### src/rtl/song_sequencer_if.sv
// song_sequencer_if: transport command, ROM and status bundle for the song sequencer.
//   slave  : the sequencer (takes commands and ROM data, drives ROM address/select and status)
//   master : the controlling side (buttons/ROM wrapper/testbench)
//   cmd_play/cmd_pause/cmd_stop : one-cycle command pulses
//   loop, song_sel              : level controls
//   rom_data / rom_addr/song_id : registered song ROM access
//   note, playing, paused, done : tone datapath feed and status
interface song_sequencer_if;
   logic       cmd_play;
   logic       cmd_pause;
   logic       cmd_stop;
   logic       loop;
   logic       song_sel;
   logic [7:0] rom_data;
   logic [7:0] rom_addr;
   logic       song_id;
   logic [7:0] note;
   logic       playing;
   logic       paused;
   logic       done;

   modport master (
      output cmd_play, cmd_pause, cmd_stop, loop, song_sel, rom_data,
      input  rom_addr, song_id, note, playing, paused, done
   );

   modport slave (
      input  cmd_play, cmd_pause, cmd_stop, loop, song_sel, rom_data,
      output rom_addr, song_id, note, playing, paused, done
   );
endinterface

### src/rtl/song_sequencer.sv
// song_sequencer: steps a song-ROM pointer at a fixed tempo with play/pause/stop/loop
// transport, selects one of two songs, and blanks the tail of a step when the next
// note is identical so repeated notes re-articulate.
//   CLK100MHZ : clock
//   rst       : asynchronous active-high reset
//   bus       : song_sequencer_if.slave (commands, ROM port, note and status)
module song_sequencer #(
   parameter int TICKS_PER_STEP = 8388608,
   parameter int GAP_TICKS      = 1048576,
   parameter int SONG0_LEN      = 196,
   parameter int SONG1_LEN      = 243,
   parameter int CNT_W          = 24
) (
   input  logic             CLK100MHZ,
   input  logic             rst,
   song_sequencer_if.slave  bus
);
   typedef enum logic [2:0] {IDLE, FETCH1, FETCH2, PLAY, PAUSED} state_t;

   localparam logic [CNT_W-1:0] CNT_ONE   = CNT_W'(1);
   localparam logic [CNT_W-1:0] CNT_LAST  = CNT_W'(TICKS_PER_STEP - 1);
   localparam logic [CNT_W-1:0] GAP_START = CNT_W'(TICKS_PER_STEP - GAP_TICKS);
   localparam logic [7:0]       LAST0     = 8'(SONG0_LEN - 1);
   localparam logic [7:0]       LAST1     = 8'(SONG1_LEN - 1);
   localparam bit               GAP_EN    = (GAP_TICKS > 0);

   state_t           state, state_n;
   logic [7:0]       addr, addr_n;
   logic [7:0]       rom_addr_q, rom_addr_n;
   logic             song_id_q, song_id_n;
   logic [CNT_W-1:0] step_cnt, step_cnt_n;
   logic [7:0]       cur_note, cur_note_n;
   logic [7:0]       nxt_note, nxt_note_n;
   logic             done_q, done_n;
   logic             playing_q, paused_q;
   logic             last;
   logic             gap;
   logic [7:0]       note_c;

   assign last = (addr == (song_id_q ? LAST1 : LAST0));

   // Blank the end of a step only when the following note repeats this one;
   // the last step never blanks since its successor is not part of the song.
   assign gap = GAP_EN && (step_cnt >= GAP_START) && (nxt_note == cur_note) && !last;

   always_ff @(posedge CLK100MHZ or posedge rst) begin
      if (rst) begin
         state      <= IDLE;
         addr       <= '0;
         rom_addr_q <= '0;
         song_id_q  <= 1'b0;
         step_cnt   <= '0;
         cur_note   <= '0;
         nxt_note   <= '0;
         done_q     <= 1'b0;
         playing_q  <= 1'b0;
         paused_q   <= 1'b0;
      end else begin
         state      <= state_n;
         addr       <= addr_n;
         rom_addr_q <= rom_addr_n;
         song_id_q  <= song_id_n;
         step_cnt   <= step_cnt_n;
         cur_note   <= cur_note_n;
         nxt_note   <= nxt_note_n;
         done_q     <= done_n;
         // status flags are registered from the next state so they line up with it
         playing_q  <= (state_n == FETCH1) || (state_n == FETCH2) || (state_n == PLAY);
         paused_q   <= (state_n == PAUSED);
      end
   end

   always_comb begin
      state_n    = state;
      addr_n     = addr;
      rom_addr_n = rom_addr_q;
      song_id_n  = song_id_q;
      step_cnt_n = step_cnt;
      cur_note_n = cur_note;
      nxt_note_n = nxt_note;
      done_n     = 1'b0;

      if (bus.cmd_stop) begin
         state_n    = IDLE;
         addr_n     = '0;
         rom_addr_n = '0;
      end else begin
         case (state)
            IDLE: begin
               if (bus.cmd_play) begin
                  song_id_n  = bus.song_sel;
                  addr_n     = '0;
                  rom_addr_n = '0;
                  cur_note_n = '0;
                  state_n    = FETCH1;
               end
            end
            FETCH1: state_n = FETCH2;
            FETCH2: begin
               cur_note_n = bus.rom_data;
               rom_addr_n = addr + 8'd1;
               step_cnt_n = '0;
               state_n    = PLAY;
            end
            PLAY: begin
               step_cnt_n = step_cnt + CNT_ONE;
               // rom_addr already points at addr+1, so data is valid from count 1
               if (step_cnt == CNT_ONE)
                  nxt_note_n = bus.rom_data;
               if (step_cnt == CNT_LAST) begin
                  if (!last) begin
                     addr_n     = addr + 8'd1;
                     cur_note_n = nxt_note;
                     rom_addr_n = addr + 8'd2;
                     step_cnt_n = '0;
                  end else if (bus.loop) begin
                     addr_n     = '0;
                     rom_addr_n = '0;
                     state_n    = FETCH1;
                  end else begin
                     addr_n     = '0;
                     rom_addr_n = '0;
                     done_n     = 1'b1;
                     state_n    = IDLE;
                  end
               end
               // The pause cycle still counts as an active cycle; play outranks pause.
               if (bus.cmd_pause && !bus.cmd_play && state_n == PLAY)
                  state_n = PAUSED;
            end
            PAUSED: begin
               if (bus.cmd_play)
                  state_n = PLAY;
            end
            default: state_n = IDLE;
         endcase
      end
   end

   always_comb begin
      note_c = '0;
      case (state)
         PLAY:           note_c = gap ? 8'd0 : cur_note;
         FETCH1, FETCH2: note_c = cur_note;
         default:        note_c = '0;
      endcase
   end

   assign bus.note     = note_c;
   assign bus.rom_addr = rom_addr_q;
   assign bus.song_id  = song_id_q;
   assign bus.playing  = playing_q;
   assign bus.paused   = paused_q;
   assign bus.done     = done_q;
endmodule

### src/flat_wrapper.sv
// flat-port wrapper written by rule: the top's interface ports become plain ports
module song_sequencer_flat 
#(
   parameter int TICKS_PER_STEP = 8388608,
   parameter int GAP_TICKS      = 1048576,
   parameter int SONG0_LEN      = 196,
   parameter int SONG1_LEN      = 243,
   parameter int CNT_W          = 24
)
  (CLK100MHZ, rst, bus_cmd_play, bus_cmd_pause, bus_cmd_stop, bus_loop, bus_song_sel, bus_rom_data, bus_rom_addr, bus_song_id, bus_note, bus_playing, bus_paused, bus_done);
  song_sequencer_if bus_i ();
  input  logic CLK100MHZ;
  input  logic rst;
  input wire logic [$bits(bus_i.cmd_play)-1:0] bus_cmd_play;
  input wire logic [$bits(bus_i.cmd_pause)-1:0] bus_cmd_pause;
  input wire logic [$bits(bus_i.cmd_stop)-1:0] bus_cmd_stop;
  input wire logic [$bits(bus_i.loop)-1:0] bus_loop;
  input wire logic [$bits(bus_i.song_sel)-1:0] bus_song_sel;
  input wire logic [$bits(bus_i.rom_data)-1:0] bus_rom_data;
  output wire logic [$bits(bus_i.rom_addr)-1:0] bus_rom_addr;
  output wire logic [$bits(bus_i.song_id)-1:0] bus_song_id;
  output wire logic [$bits(bus_i.note)-1:0] bus_note;
  output wire logic [$bits(bus_i.playing)-1:0] bus_playing;
  output wire logic [$bits(bus_i.paused)-1:0] bus_paused;
  output wire logic [$bits(bus_i.done)-1:0] bus_done;
  assign bus_i.cmd_play = bus_cmd_play;
  assign bus_i.cmd_pause = bus_cmd_pause;
  assign bus_i.cmd_stop = bus_cmd_stop;
  assign bus_i.loop = bus_loop;
  assign bus_i.song_sel = bus_song_sel;
  assign bus_i.rom_data = bus_rom_data;
  assign bus_rom_addr = bus_i.rom_addr;
  assign bus_song_id = bus_i.song_id;
  assign bus_note = bus_i.note;
  assign bus_playing = bus_i.playing;
  assign bus_paused = bus_i.paused;
  assign bus_done = bus_i.done;
  song_sequencer #(.TICKS_PER_STEP(TICKS_PER_STEP), .GAP_TICKS(GAP_TICKS), .SONG0_LEN(SONG0_LEN), .SONG1_LEN(SONG1_LEN), .CNT_W(CNT_W)) u_core (.CLK100MHZ(CLK100MHZ), .rst(rst), .bus(bus_i));
endmodule
### config.mk
export PLATFORM = sky130hd
export DESIGN_NAME = song_sequencer_flat
export DESIGN_NICKNAME = d
export VERILOG_FILES = /design/src/rtl/song_sequencer_if.sv /design/src/rtl/song_sequencer.sv /design/src/flat_wrapper.sv
export SDC_FILE = /design/constraint.sdc
export NUM_CORES = 1
export LEC_CHECK = 0
export ABC_AREA = 1
export CORE_ASPECT_RATIO = 1.2
export CORE_MARGIN = 4
export CORE_UTILIZATION = 60
export CTS_CLUSTER_SIZE = 24
export DETAILED_ROUTE_END_ITERATION = 8
export PLACE_DENSITY = 0.91
export SLEW_MARGIN = 20
export SYNTH_ARGS = -nofsm -noshare
export SYNTH_HDL_FRONTEND = slang
export SYNTH_SLANG_ARGS = --single-unit
### constraint.sdc
create_clock -name CLK100MHZ -period 3.89 [get_ports CLK100MHZ]
set_input_delay 1.167 -clock CLK100MHZ [delete_from_list [all_inputs] [get_ports CLK100MHZ]]
set_output_delay 1.167 -clock CLK100MHZ [all_outputs]
set_load 0.02 [all_outputs]
# Word-level counts from Yosys, hierarchy flattened
# Index checks and enable logic that the tools add are counted.
# totals
out_inout_bits	20
reg_bits	63
# op_classes
add_sub_neg	3
n_bitwise	1
order_cmp	1
n_reduce_logical	20
n_mux	33
eq_ne	18
# ops
cell	n
8-bit 2-to-1 mux	10
24-bit 2-to-1 mux	2
24-bit case mux with 2 select lines	1
8-bit case mux with 3 select lines	2
8-bit case mux with 2 select lines	2
24-bit by 1-bit adder with 24-bit output, second input constant	1
24-bit by 1-bit == test with 1-bit output, second input constant	1
24-bit by 23-bit == test with 1-bit output, second input constant	1
24-bit by 23-bit greater-or-equal comparator with 1-bit output, second input constant	1
3-bit 2-to-1 mux	8
8-bit == test	2
3-bit by 2-bit == test with 1-bit output, second input constant	5
3-bit case mux with 5 select lines	1
3-bit AND reduction	4
8-bit by 1-bit adder with 8-bit output, second input constant	1
8-bit by 2-bit adder with 8-bit output, second input constant	1
3-bit by 1-bit == test with 1-bit output, second input constant	2
3-bit == test, second input constant	2
1-bit 2-to-1 mux	6
6-bit 2-to-1 mux	1
3-bit nonzero test	2
5-bit AND reduction	1
1-bit logical AND	4
2-bit != test, second input constant	2
11 further kinds	13

# Longest topological paths before layout
# depth
word_depth	14
ltp_mapped	12
depth_no_buf	11

# Worst setup path after synthesis
# No wires, ideal clock.
# synth_timing
path_type	register -> output
from	reg u_core.song_id_q, in the netlist u_core.bus.song_id
to	out bus_note[0]
arrival_time_ns	1.436
path_stages_with_launch	9
path_slack_ns	1.287
cell_sequence	dfrtp_1 > inv_1 > nand2_1 > nand3_1 > nor3_1 > nand3b_1 > nand3_1 > nand3_1 > nand2_1
# synth_via
elab_chain_cells	6
# synth_rtl
item	line_no	rtl
start: declaration	song_sequencer.sv:30	logic song_id_q, song_id_n;
start signal: assignment	song_sequencer.sv:62	song_id_q <= song_id_n;
6-bit 2-to-1 mux	song_sequencer.sv:40	assign last = (addr == (song_id_q ? LAST1 : LAST0));
8-bit == test	song_sequencer.sv:40	
1-bit zero test	song_sequencer.sv:44	assign gap = GAP_EN && (step_cnt >= GAP_START) && (nxt_note == cur_note) && !last;
1-bit logical AND	song_sequencer.sv:44	
8-bit 2-to-1 mux	song_sequencer.sv:143	PLAY: note_c = gap ? 8'd0 : cur_note;
8-bit case mux with 2 select lines	song_sequencer.sv:142	case (state)
end: declaration	flat_wrapper.sv:22	output wire logic [$bits(bus_i.note)-1:0] bus_note;
# No other way between the ends.

# Worst setup path after layout
# layout_timing
from	reg u_core.addr[0]
to	out bus_note[1]
# layout_via
elab_chain_cells	5
# layout_rtl
item	line_no	rtl
start: declaration	song_sequencer.sv:28	logic [7:0] addr, addr_n;
start signal: assignment	song_sequencer.sv:60	addr <= addr_n;
8-bit == test	song_sequencer.sv:40	
1-bit zero test	song_sequencer.sv:44	
1-bit logical AND	song_sequencer.sv:44	
8-bit 2-to-1 mux	song_sequencer.sv:143	
8-bit case mux with 2 select lines	song_sequencer.sv:142	
# No other way between the ends.

==> flow_summary.toml <==
[logic_synthesis]
synth_async_sr_flop_share = 1.000
post_synth_inst_count = 529
synth_fa_ha_area_frac = 0.01597
synth-compound-area-share = 0.08975
synthesized_area_mm2 = 0.003918
post_synth_num_cell_types = 39
synth_sequential_area_ratio = 0.4024
ys_seq_elements = 63
synth-simple-area-share = 0.3491
post_synth_mux_area_share = 0
main_combinational_cell_family_by_area_after_synthesis = "simple AND/OR/NAND/NOR gates"
post_synthesis_mean_instance_area_um2 = 7.405
synth-warning-count = 0
post_synth_xor_area_fraction = 0.05813
synth-edff-count = 0
post_syn_nets = 549
ys.flop_type = "sky130_fd_sc_hd__dfrtp_1"

[clock_network]
clk_root_buffer_cell = "sky130_fd_sc_hd__clkbuf_8"
cts.path.max_buffers = 2
cts.repair.resized = 0
cts_setup_buffers = 0
cts_made_buffers = 9
cts_tree = "yes"
clk-insertion-delay-late_ps = 360
clk_pin_slew_worst_paths_ps = 80
numClockSinks = 63
htree_num_levels = 3
cts_hold_buffers = 0

[floorplanning]
design.die.area_mm2 = 0.007892
dieHeight_um = 96.52
placementRows = 32
effective_utilization_at_floorplan = 0.6115
ios = 35
core_mm2 = 0.006406
floorplan.die.width_um = 81.77

[setup_path]
crit_path_max_incr_delay_ps = 590
crit_path_cell_trace = "inv_1 -> nand2_1 -> nand3_1 -> nor3_1 -> nand3b_1 -> nand3_1 -> nand3_1 -> nand2_1 -> clkdlybuf4s50_1"
crit_path_start_kind = "flip-flop"
endpoint_kind = "output port"
crit_required_ps = 2720
crit_fanout = 9
worst_path_dominant_cell_family = "simple AND/OR/NAND/NOR gates"
crit_slowest_cell = "sky130_fd_sc_hd__clkdlybuf4s50_1"
cp.arrival_ps = 2470
critical_path.most_common_cell = "sky130_fd_sc_hd__nand3_1"
critPathBufInv = 2
kind_of_critical_path = "reg -> out"

[detailed_routing]
routed_wirelength_um = 9145
antenna_violating_nets_post_route = 0
avgRoutedWirePerCell_um = 13.94
routed_vias_inst = 5.566
dr_total_vias = 3651
detail_route.drc_violations = 0
drt_first_iter_violations = 289
detailedRoute.firstPassIterationCount = 5

[timing]
max_slew_violation_total_from_the_final_report = 0
grt_setup_unrepaired = "false"
post-route-period-util = 0.9360
final-setup-viol-count = 0
tightest_slew_ps = 631.4
fin_setup_tns_ps = 0
min_period_ps = 3641
relSlewSlack = 0.5763
fmax_mhz = 274.6
number_of_hold_slack_violations_in_the_final_timing_report = 0
finClkSkew_ps = 10.97

[final_layout]
post_route_cells_drive_above_1_share = 0.09982
final_net_count = 586
design_area_mm2 = 0.004522
final_common_cell = "sky130_fd_sc_hd__nand2_1"
antenna_cells = 0
stdcell_count = 656
final_cell_mix = "sky130_fd_sc_hd__nand2_1, sky130_fd_sc_hd__dfrtp_1, sky130_fd_sc_hd__inv_1"
layout.core_utilization = 0.7059
areaGrowthSynthToFinish_pct = 15.43

[placed_design]
number_of_instances_in_the_placed_design = 640
post_dp_cell_area_mm2 = 0.004314
finalWeightedCongestion = 0.9723
io_buffers = 34
place_hpwl_um = 6613

[global_route]
grt_max_degree = 25
global_route.overflow_total = 0
grt_util_all_layers = 0.2524
grt_pass1_wl_um = 15240
via_count_of_the_first_global_routing_pass = 3497
antenna_found_initial = 0

[pwr]
cellLeakagePower_nw = 2.072
power.ir.vdd_worst_v = 0.0002074
power_density_relative_to_cell_area_mw_per_mm2 = 373.9
p_total_mw = 1.691

[run]
max_cap_violations = 0

[status]
outcome = "finished, final reports clean"

[min_path]
min-delay-path-class = "reg -> reg"
## cells in the mapped netlist, types with 6 or more instances
library cell,instances,share of area
sky130_fd_sc_hd__buf_2,6,0.0077
sky130_fd_sc_hd__nand3_1,37,0.047
sky130_fd_sc_hd__xor2_1,16,0.036
sky130_fd_sc_hd__nand2_1,149,0.14
sky130_fd_sc_hd__a21oi_1,6,0.0077
sky130_fd_sc_hd__nand2_2,8,0.013
sky130_fd_sc_hd__xnor2_1,10,0.022
sky130_fd_sc_hd__dfrtp_1,63,0.40
sky130_fd_sc_hd__inv_1,63,0.060
sky130_fd_sc_hd__o21ai_1,14,0.018
sky130_fd_sc_hd__nor2_1,52,0.050
sky130_fd_sc_hd__nand4_1,8,0.013
sky130_fd_sc_hd__nor4_1,8,0.013
sky130_fd_sc_hd__a22o_1,8,0.018
sky130_fd_sc_hd__o21ai_0,17,0.022
sky130_fd_sc_hd__nor3_1,10,0.013
## cell families (layout without fill, tap and decap cells)
kind of cell,Yosys count,count (layout)
AOI/OAI and AO/OA,57,57
xor gates and xnor gates,26,26
adders and majority gates,5,5
buffers and inverters,79,121
DFF,63,63
and+or+nand+nor,299,299
## worst paths after layout
check	start	to	slack, ps	cells after the start
worst max-delay path	u_core.addr[0]$_DFFE_PP0P_	bus_note[1]	250	9
worst min-delay path	u_core.bus.rom_addr[3]$_DFFE_PP0P_	u_core.bus.rom_addr[3]$_DFFE_PP0P_	490	2
worst max register to register	u_core.state[2]$_DFF_PP0_	u_core.nxt_note[4]$_DFFE_PP0P_	1650	8
worst min register to register	u_core.bus.rom_addr[3]$_DFFE_PP0P_	u_core.bus.rom_addr[3]$_DFFE_PP0P_	490	2
max in group asynchronous	rst	u_core.addr[5]$_DFFE_PP0P_	2060	3
min in group asynchronous	rst	u_core.step_cnt[22]$_DFFE_PP0P_	1150	2
## registers in the layout, indices dropped and copies added (netlist names)
register             count
u_core.bus.song_id       1
u_core.state             3
u_core.bus.paused        1
u_core.bus.playing       1
u_core.bus.done          1
u_core.step_cnt         24
u_core.nxt_note          8
u_core.bus.rom_addr      8
u_core.addr              8
u_core.cur_note          8
## worst reg2reg max path, delay by kind of cell, from the launching register on
family / cells / cell delay, ps
buffers and inverters: 2 / 510
DFF: 1 / 430
and+or+nand+nor: 6 / 1200
## per-layer routing
layer	vias up	wire [um]	track usage
li1	1768	-	-
met1	1702	3877	0.2983
met2	152	4454	0.4245
met3	29	573	0.05844
met4	0	239	0.1302
met5	-	0	0
## through the flow
step	hold slack, ps	setup WS, ps
2_1_floorplan	491.6	1153
3_3_place_gp	464.0	575.5
3_5_place_dp	471.6	467.4
4_1_cts	493.4	264.3
5_1_grt	511.2	55.59
6_report	487.6	248.9
## cell type report
type                       instances  area, um^2
fill                             490        1884
clock inverter                     6       70.07
timing repair buffer              38       370.4
sequential                        63        1577
multi-input combinational        387        2009
tap                               85       106.4
inverter                          67       251.5
clock buffer                      10       137.6
## where the power goes
part	internal, mW	leakage (nW)	switching, mW
combinational	0.128	1.11	0.219
sequential	0.700	0.870	0.0487
clock	0.315	0.0947	0.280
(Power assumes the default switching activity.)
